<file path="config.mk">
export PLATFORM = sky130hd
export DESIGN_NAME = mux_scan_sequencer
export DESIGN_NICKNAME = d
export VERILOG_FILES = /design/src/rtl/mux_scan_sequencer.sv
export SDC_FILE = /design/constraint.sdc
export NUM_CORES = 1
export LEC_CHECK = 0
export ABC_AREA = 0
export CAP_MARGIN = 40
export CORE_MARGIN = 5
export CORE_UTILIZATION = 51
export DETAILED_ROUTE_END_ITERATION = 6
export GPL_ROUTABILITY_DRIVEN = 0
export PLACE_DENSITY_LB_ADDON = 0.2
export SLEW_MARGIN = 20
export SYNTH_ARGS = -nofsm -noshare
export SYNTH_HDL_FRONTEND = slang
export SYNTH_SLANG_ARGS = --single-unit
</file>
<file path="constraint.sdc">
create_clock -name clk -period 2.8 [get_ports clk]
set_clock_uncertainty 0.15 [all_clocks]
set_input_delay 0.28 -clock clk [delete_from_list [all_inputs] [get_ports clk]]
set_output_delay 0.28 -clock clk [all_outputs]
set_load 0.02 [all_outputs]
</file>
<file path="src/rtl/mux_scan_sequencer.sv">
// rtl/mux_scan_sequencer.sv - sequences a source-select mux over enabled sources and streams captured samples
module mux_scan_sequencer #(
    parameter int NUM_SRC = 6,
    parameter int DATA_W  = 4,
    parameter int SEL_W   = 3,
    parameter int SETTLE  = 1
) (
    input  logic               clk,
    input  logic               areset,
    input  logic               start,
    input  logic [NUM_SRC-1:0] enable_mask,
    output logic [SEL_W-1:0]   sel,
    input  logic [DATA_W-1:0]  mux_out,
    output logic [DATA_W-1:0]  out_data,
    output logic [SEL_W-1:0]   out_idx,
    output logic               out_valid,
    input  logic               out_ready,
    output logic               busy,
    output logic               done
);

    localparam int CNT_W = (SETTLE > 1) ? $clog2(SETTLE) : 1;

    typedef enum logic [1:0] {
        S_IDLE,
        S_SETTLE,
        S_EMIT
    } state_t;

    state_t             state;
    state_t             state_nxt;
    logic [NUM_SRC-1:0] mask_q;
    logic [CNT_W-1:0]   cnt;
    logic               first_found;
    logic [SEL_W-1:0]   first_idx;
    logic               next_found;
    logic [SEL_W-1:0]   next_idx;
    logic               settle_last;
    logic               handshake;

    // Priority search: lowest enabled source overall (for start) and lowest latched source above sel.
    // Walking downward lets the last hit win, so the lowest matching index is kept.
    always_comb begin
        first_found = 1'b0;
        first_idx   = '0;
        next_found  = 1'b0;
        next_idx    = '0;
        for (int i = NUM_SRC - 1; i >= 0; i--) begin
            if (enable_mask[i]) begin
                first_found = 1'b1;
                first_idx   = SEL_W'(i);
            end
            if (mask_q[i] && (SEL_W'(i) > sel)) begin
                next_found = 1'b1;
                next_idx   = SEL_W'(i);
            end
        end
    end

    assign settle_last = (cnt == CNT_W'(SETTLE - 1));
    assign handshake   = out_valid & out_ready;

    // State register.
    always_ff @(posedge clk or posedge areset) begin
        if (areset) begin
            state <= S_IDLE;
        end else begin
            state <= state_nxt;
        end
    end

    // Next-state decision.
    always_comb begin
        state_nxt = state;
        case (state)
            S_IDLE: begin
                if (start && first_found) begin
                    state_nxt = S_SETTLE;
                end
            end
            S_SETTLE: begin
                if (settle_last) begin
                    state_nxt = S_EMIT;
                end
            end
            S_EMIT: begin
                if (handshake) begin
                    state_nxt = next_found ? S_SETTLE : S_IDLE;
                end
            end
            default: state_nxt = S_IDLE;
        endcase
    end

    // Datapath: select, settle counter, captured beat, busy/done flags.
    always_ff @(posedge clk or posedge areset) begin
        if (areset) begin
            sel       <= '0;
            mask_q    <= '0;
            cnt       <= '0;
            out_data  <= '0;
            out_idx   <= '0;
            out_valid <= 1'b0;
            busy      <= 1'b0;
            done      <= 1'b0;
        end else begin
            done <= 1'b0;
            case (state)
                S_IDLE: begin
                    if (start) begin
                        mask_q <= enable_mask;
                        if (first_found) begin
                            sel  <= first_idx;
                            busy <= 1'b1;
                            cnt  <= '0;
                        end else begin
                            done <= 1'b1;
                        end
                    end
                end
                S_SETTLE: begin
                    if (settle_last) begin
                        out_data  <= mux_out;
                        out_idx   <= sel;
                        out_valid <= 1'b1;
                        cnt       <= '0;
                    end else begin
                        cnt <= cnt + CNT_W'(1);
                    end
                end
                S_EMIT: begin
                    if (handshake) begin
                        out_valid <= 1'b0;
                        if (next_found) begin
                            sel <= next_idx;
                        end else begin
                            busy <= 1'b0;
                            done <= 1'b1;
                        end
                    end
                end
                default: begin
                    out_valid <= 1'b0;
                    busy      <= 1'b0;
                end
            endcase
        end
    end

endmodule

</file>
==> Word level (Yosys, flattened, before mapping) <==
Index checks and enable logic that the tools add are counted.
{ "totals": {"word_cells": 97, "register_bits": 22, "input_bits": 14, "out_inout_bits": 13} }
{ "op_classes": {"magnitude_cmp": 6, "bitwise": 4, "mux": 51, "addsub": 1, "eq_ne": 9, "reduce_logical": 17} }
{ "op_table": {"columns": ["op", "n"], "rows": [
  ["$mux 3", 16],
  ["$mux 1", 26],
  ["$ne 2x2->1 const B", 7],
  ["$reduce_and 5->1", 2],
  ["$reduce_and 3->1", 3],
  ["$logic_and 1x1->1", 7],
  ["$gt 1x3->1 const A", 2],
  ["$gt 2x3->1 const A", 2],
  ["$gt 3x3->1 const A", 2],
  ["$mux 2", 3],
  ["$pmux 1 s3", 2],
  ["$pmux 2 s3", 1],
  ["$pmux 3 s2", 1],
  ["$pmux 1 s2", 2],
  ["$reduce_and 2->1", 2],
  ["$reduce_bool 2->1", 2],
  ["$not 1->1", 3],
  ["$eq 2x1->1 const B", 1],
  ["$eq 2x2->1 const B", 1],
  ["$logic_not 2->1", 1],
  ["$add 1x1->1 const B", 1],
  ["$and 1x1->1", 1]
]} }

==> Depth between registers and ports, before layout <==
Gate-level depths: netlist (run 1).
{ "depth": {"ltp_word": 11, "depth_mapped": 6, "depth_no_buf": 5} }

==> Worst setup path after synthesis (run 1) <==
OpenSTA, ideal clock, no wires.
{ "synth_path": {"path_kind": "flip-flop to flip-flop", "startpoint": "reg sel[2]", "endpoint": "reg sel[0]", "slack_ns": 1.027, "stages_incl_launch_ff": 7, "required_ns": 2.525, "n_path_buf": 1, "synth_period_minus_slack_ns": 1.773, "arrival_ns": 1.498, "setup_ns": 0.125, "cell_sequence": "dfrtp_1 > buf_4 > nor2b_1 > o21ai_2 > nand3_2 > a31oi_4 > mux2_4"} }
{ "synth_via": {"elab_chain_cells": 11, "word_cells_on_any_way": 29, "cone_classes": "order compare: 6; eq/ne: 1; mux: 15; reduce/logical: 7"} }
{ "synth_lines": {"columns": ["item", "line_no", "text"], "rows": [
  ["from (decl)", "12", "output logic [SEL_W-1:0] sel,"],
  ["from (signal assigned)", "113", "sel <= first_idx;"],
  ["from (signal assigned)", "135", "sel <= next_idx;"],
  ["$gt 3x3->1", "53", "if (mask_q[i] && (SEL_W'(i) > sel)) begin"],
  ["$logic_and 1x1->1", "53", null],
  ["$mux 3 (6 in a row)", "53", null],
  ["$mux 3", "134", "if (next_found) begin"],
  ["$mux 3", "132", "if (handshake) begin"],
  ["$pmux 3 s2", "108", "case (state)"]
]} }
Several ways; a longest one is shown, not always the timed one. The select of a mux whose other input is x is not followed.
A chain may end at the register's enable or synchronous reset.

==> Worst setup path in the final report (run 1) <==
{ "layout_path": {"startpoint": "reg sel[1]", "endpoint": "out sel[1]"} }
No word-level cell between the ends.

==> run_results.csv, run 1 <==
group,metric,value,unit
job,drv_cap,0,
route,antenna_left,0,
timing,rsz0062_at_grt,"false",
clock_network,cts-root-buf,"clkbuf_4",
synth,synth.avg_cell_area,11.89,um^2
min_path,hp-class,"in -> async",
synth,synth_cell_types,33,
worst_setup_path,crit_path_top_delay_cell,"clkdlybuf4s50_1",
timing,setup_viol,0,
timing,relSlewSlack,0.7056,
layout,antennaDiodeCount,0,
timing,slew_violations,0,
clock_network,cts_tree,"done",
synth,synth-seq-cells,20,
layout,area_delta_synth_final,32.66,%
worst_setup_path,r2r_setup_slack,0.94,ns
synth,synth_area,0.001046,mm^2
clock_network,cts_resized,0,
worst_setup_path,worstPathRequired,2.37,ns
worst_setup_path,max_stage_delay,0.68,ns
worst_setup_path,r2r-start,"sel[2]",
clock_network,clk-insertion-delay-late,0.30,ns
synth,synth_ff_type,"dfrtp_1",
worst_setup_path,worstSetupPathType,"reg -> out",
synth,synth.area.top_cells,"dfrtp_1, mux2_2, mux2_4, o21ai_0, nand2b_1",
timing,fmax,0.5075,GHz
clock_network,hold_buffers,0,
synth,syn_inst,88,
grt,antenna_found_initial,0,
worst_setup_path,arrival,1.54,ns
grt,grt_usage,0.1581,
route,drt_iter0_markers,44,
synth,ys.warnings.count,0,
worst_setup_path,critical_path.cell_chain,"clkdlybuf4s50_1",
clock_network,cts.sinks,20,
worst_setup_path,startpoint_type,"flip-flop",
placed_design,place_hpwl,1641,um
timing,holdWs,0.07254,ns
route,drt-total-wl,2261,um
floorplanning,top_level_ports,27,
route,drc,0,
floorplanning,die_height,55.29,um
floorplanning,num_rows,16,
floorplanning,core,0.001962,mm^2
synth,synth.most_common_cell,"dfrtp_1",
power_and_ir_drop,ir_drop,0.6325,mV
synth,synth_edf_count,0,
timing,fin_tns_setup,0,ns
power_and_ir_drop,power_density,1123,mW/mm^2
route,wl_per_cell,15.81,um
layout,final_nets,131,
outcome,status,"completed",
timing,worstMarginPinSlew,0.4376,ns
worst_setup_path,endpoint_kind,"output pin",
placed_design,port_buffers,26,
floorplanning,die_area,0.003056,mm^2
synth,ys_seq_area_frac,0.4785,
synth,ys_top_cells_by_count,"dfrtp_1, mux2_2, o21ai_0",
route,routed-via-count,821,
worst_setup_path,critical_path.max_fanout,11,
synth,synth_top_area_cell,"dfrtp_1",
grt,grt_pass1_vias,813,
floorplanning,initial_core_util,0.5332,
grt,grt_max_degree,21,
synth,async_flop_share,1.000,
timing,finalHoldViolations,0,
grt,grt_pass1_wl,3939,um
synth,synth_nets,102,
route,firstDrtPassIters,4,
timing,min_period_over_period,0.7038,
layout,drive_gt1_frac,0.2845,
clock_network,cts_buffers,3,
worst_setup_path,critPathTopFamily,"buffers and inverters",
clock_network,postCtsSetupRepairBufs,0,
power_and_ir_drop,p_leak,0.0005898,uW
clock_network,cts-htree-levels,1,
clock_network,path_clk_slew,0.12,ns
worst_setup_path,worstReg2RegEnd,"sel[0]",
worst_setup_path,cp_num_buf_inv,1,
grt,overflow,0,
worst_setup_path,cp.depth,1,
route,viasPerCell,5.741,
synth,synth_top_area_frac,0.4785,
worst_setup_path,reg2reg_depth,5,
floorplanning,die_x,55.29,um
timing,period_minus_slack,1.971,ns
clock_network,cts.path.max_buffers,2,
layout,nFillCells,151,
[kinds of logic (layout without fill, tap and decap cells)]
| kind of cell | Yosys count | in the layout | synth area share |
|---|---|---|---|
| simple gates | 23 | 23 | 0.1412 |
| mux | 15 | 15 | 0.1722 |
| compound gates | 23 | 23 | 0.1747 |
| buf+inv | 7 | 35 | 0.03348 |
| flops | 20 | 20 | 0.4785 |
[worst max-delay path by stage]
stage,from,endpoint
2_1_floorplan,sel[2],sel[0]
3_3_place_gp,enable_mask[5],sel[1]
3_5_place_dp,enable_mask[5],sel[0]
4_1_cts,sel[2],sel[2]
5_1_grt,sel[1],sel[1]
6_report,sel[1],sel[1]
[layout make-up]
cell class                      instances  area [um^2]  share of cell area
Tap cell                               27        33.78             0.02435
Inverter                                4        15.01             0.01082
Clock inverter                          1        30.03             0.02164
Timing Repair Buffer                   27        275.3              0.1984
Sequential cell                        20        500.5              0.3607
Multi-Input combinational cell         61        510.5              0.3679
Clock buffer                            3        22.52             0.01623
[metal layers]
metal	vias up	global-route usage	routed length (um)
met5	-	0	0
met4	0	0.06250	48
met3	6	0.04196	158
met2	42	0.2601	1095
met1	400	0.1962	959
li1	373	-	-
[power by group]
group | switching [uW] | leakage [uW] | internal, uW
Clock | 93.8 | 0.0000279 | 145
Combinational | 347 | 0.000316 | 418
Sequential | 138 | 0.000245 | 417
[per-stage QoR]
stage	cell area (um^2)	util	power, uW	worst slack, ns	instances
6_report	1388	0.7073	1558	0.8294	143
5_1_grt	1388	0.7073	1654	0.7377	143
4_1_cts	1373	0.6996	1561	0.8399	142
3_5_place_dp	1320	0.6728	1320	0.6226	138
3_3_place_gp	1320	0.6728	1294	0.6506	138
2_1_floorplan	1046	-	1063	1.027	88
[cells in the final DEF, fill, tap and decap left out, types with 2 or more instances in the layout]
| cell type | count |
|---|---|
| o21ai_2 | 2 |
| nand2b_1 | 4 |
| mux2_2 | 12 |
| clkdlybuf4s50_1 | 26 |
| and2b_2 | 2 |
| nor2b_1 | 2 |
| o22ai_1 | 2 |
| inv_1 | 4 |
| nand2_1 | 3 |
| clkbuf_4 | 3 |
| nor2_1 | 5 |
| o21ai_0 | 6 |
| mux2_4 | 3 |
| dfrtp_1 | 20 |
| a21oi_1 | 2 |
[flip-flops by register name (all words and copies together) (netlist names)]
register / cells
busy: 1
out_idx: 3
out_valid: 1
mask_q: 5
out_data: 4
state: 2
sel: 3
done: 1
Power figures use the tool's default switching activity.
==> inputs of run 2 (changes only) <==
--- a/config.mk
+++ b/config.mk
@@ -8,7 +8,7 @@
 export ABC_AREA = 0
 export CAP_MARGIN = 40
 export CORE_MARGIN = 5
-export CORE_UTILIZATION = 51
+export CORE_UTILIZATION = 47
 export DETAILED_ROUTE_END_ITERATION = 6
 export GPL_ROUTABILITY_DRIVEN = 0
 export PLACE_DENSITY_LB_ADDON = 0.2
==> constraint.sdc (replaced) <==
create_clock -name clk -period 2 [get_ports clk]
set_clock_uncertainty 0.15 [all_clocks]
set_input_delay 0.2 -clock clk [delete_from_list [all_inputs] [get_ports clk]]
set_output_delay 0.2 -clock clk [all_outputs]
set_load 0.02 [all_outputs]
==> run_results.csv, run 2 (synthesized netlist as in run 1, its figures left out) <==
group,metric,value,unit
outcome,status,"completed",
worst_setup_path,r2r_setup_slack,0.16,ns
timing,worstMarginPinSlew,0.3367,ns
route,antenna_left,0,
layout,largest_register,"mask_q",
clock_network,postCtsSetupRepairBufs,0,
layout,largest_register_ff_count,5,
clock_network,cts-root-buf,"clkbuf_4",
route,drc,0,
worst_setup_path,endpoint_kind,"output pin",
floorplanning,die_x,57.18,um
worst_setup_path,critical_path.cell_chain,"clkdlybuf4s50_1",
clock_network,cts.path.max_buffers,2,
layout,antennaDiodeCount,0,
worst_setup_path,reg2reg_depth,5,
clock_network,cts-htree-levels,1,
worst_setup_path,cp_num_buf_inv,1,
route,firstDrtPassIters,5,
grt,grt_pass1_vias,784,
power_and_ir_drop,ir_drop,0.7932,mV
clock_network,clk-insertion-delay-late,0.30,ns
floorplanning,core,0.002170,mm^2
floorplanning,num_rows,17,
grt,grt_pass1_wl,3622,um
worst_setup_path,worstSetupPathType,"reg -> out",
grt,overflow,0,
timing,finalHoldViolations,0,
clock_network,cts_buffers,3,
worst_setup_path,r2r-start,"sel[1]",
route,viasPerCell,5.362,
timing,fin_tns_setup,0,ns
grt,grt_usage,0.1384,
route,routed-via-count,799,
placed_design,place_hpwl,1530,um
worst_setup_path,crit_path_end,"sel[1]",
worst_setup_path,worstReg2RegEnd,"sel[1]",
placed_design,port_buffers,26,
timing,rsz0062_at_grt,"false",
worst_setup_path,cp.depth,1,
worst_setup_path,worstPathRequired,1.65,ns
layout,drive_gt1_frac,0.3223,
worst_setup_path,crit_path_top_delay_cell,"clkdlybuf4s50_1",
route,drt_iter0_markers,15,
layout,postLayoutCoreUtil,0.6546,
clock_network,cts.sinks,20,
timing,period_minus_slack,1.880,ns
grt,antenna_found_initial,0,
worst_setup_path,crit_start,"sel[1]",
min_path,hp-class,"in -> async",
timing,relSlewSlack,0.7755,
layout,nFillCells,179,
timing,min_period_over_period,0.9400,
timing,slew_violations,0,
power_and_ir_drop,power_density,1528,mW/mm^2
timing,setup_viol,0,
layout,largestRegisters,"mask_q x5, out_data x4",
clock_network,cts_resized,0,
layout,final_common_cell,"clkdlybuf4s50_1",
route,drt-total-wl,2039,um
worst_setup_path,max_stage_delay,0.67,ns
placed_design,dpl_cell_area,0.001366,mm^2
worst_setup_path,startpoint_type,"flip-flop",
floorplanning,top_level_ports,27,
floorplanning,initial_core_util,0.4821,
clock_network,hold_buffers,0,
worst_setup_path,critical_path.max_fanout,11,
layout,fin_area,0.001420,mm^2
clock_network,path_clk_slew,0.12,ns
layout,most-common-layout-cells,"clkdlybuf4s50_1, dfrtp_1, mux2_2, o21ai_0, buf_4",
layout,area_delta_synth_final,35.77,%
route,wl_per_cell,13.68,um
floorplanning,die_area,0.003269,mm^2
floorplanning,die_height,57.18,um
worst_setup_path,arrival,1.53,ns
worst_setup_path,critPathTopFamily,"buffers and inverters",
clock_network,cts_tree,"done",
timing,fmax,0.5319,GHz
power_and_ir_drop,p_leak,0.0006109,uW
layout,final_nets,136,
job,drv_cap,0,
grt,grt_max_degree,21,
-- run 2: changes by cell type in the layout (fill, tap and decap cells not counted), sizes merged --
cell,previous run,this run
buf,1,6
-- run 2: worst reg2reg max path, cell delays in order, from the launching register on --
cell     delay, ns
dfrtp_1       0.56
o21ai_0       0.17
o21ai_2       0.13
nand3_2       0.12
a31oi_4       0.28
mux2_4        0.32
-- run 2: stage by stage --
| step | std cells | hold WS, ns | power [uW] | setup WS (ns) |
|---|---|---|---|---|
| 4_1_cts | 149 | 0.06951 | 2184 | 0.1120 |
| 5_1_grt | 149 | 0.1002 | 2313 | 0.03151 |
| 2_1_floorplan | 88 | 0.01383 | 1488 | 0.2266 |
| 6_report | 149 | 0.06409 | 2170 | 0.1200 |
| 3_5_place_dp | 145 | 0.3454 | 1849 | 0.02018 |
| 3_3_place_gp | 145 | 0.3377 | 1830 | 0.04580 |
-- run 2: area by class of cell --
| type | instances | area, um^2 | area share |
|---|---|---|---|
| inverter | 4 | 15.01 | 0.01057 |
| multi-input combinational | 61 | 510.5 | 0.3595 |
| tap | 28 | 35.03 | 0.02467 |
| clock inverter | 1 | 30.03 | 0.02115 |
| sequential | 20 | 501.7 | 0.3533 |
| timing repair buffer | 32 | 305.3 | 0.2150 |
| clock buffer | 3 | 22.52 | 0.01586 |
-- run 2: power breakdown --
group,switching [uW],internal (uW)
Sequential,186,584
Clock,126,202
Combinational,476,596
Total,787,1380
-- run 2: how the worst min path moves through the flow --
| stage | end | slack, ns | cells after the start |
|---|---|---|---|
| 6_report | out_data[0] | 0.06 | 3 |
| 5_1_grt | out_data[1] | 0.10 | 3 |
| 4_1_cts | out_data[0] | 0.07 | 3 |
| 3_5_place_dp | out_data[2] | 0.35 | 1 |
| 3_3_place_gp | out_data[0] | 0.34 | 1 |
| 2_1_floorplan | busy | 0.01 | 1 |
-- run 2: routing by layer --
metal  global-route usage  wire length (um)  vias to the layer above
met5                    0                 0                        -
met4              0.03311                12                        0
met3              0.03846               114                        4
met2               0.2349              1028                       23
met1               0.1745               884                      387
li1                     -                 -                      385
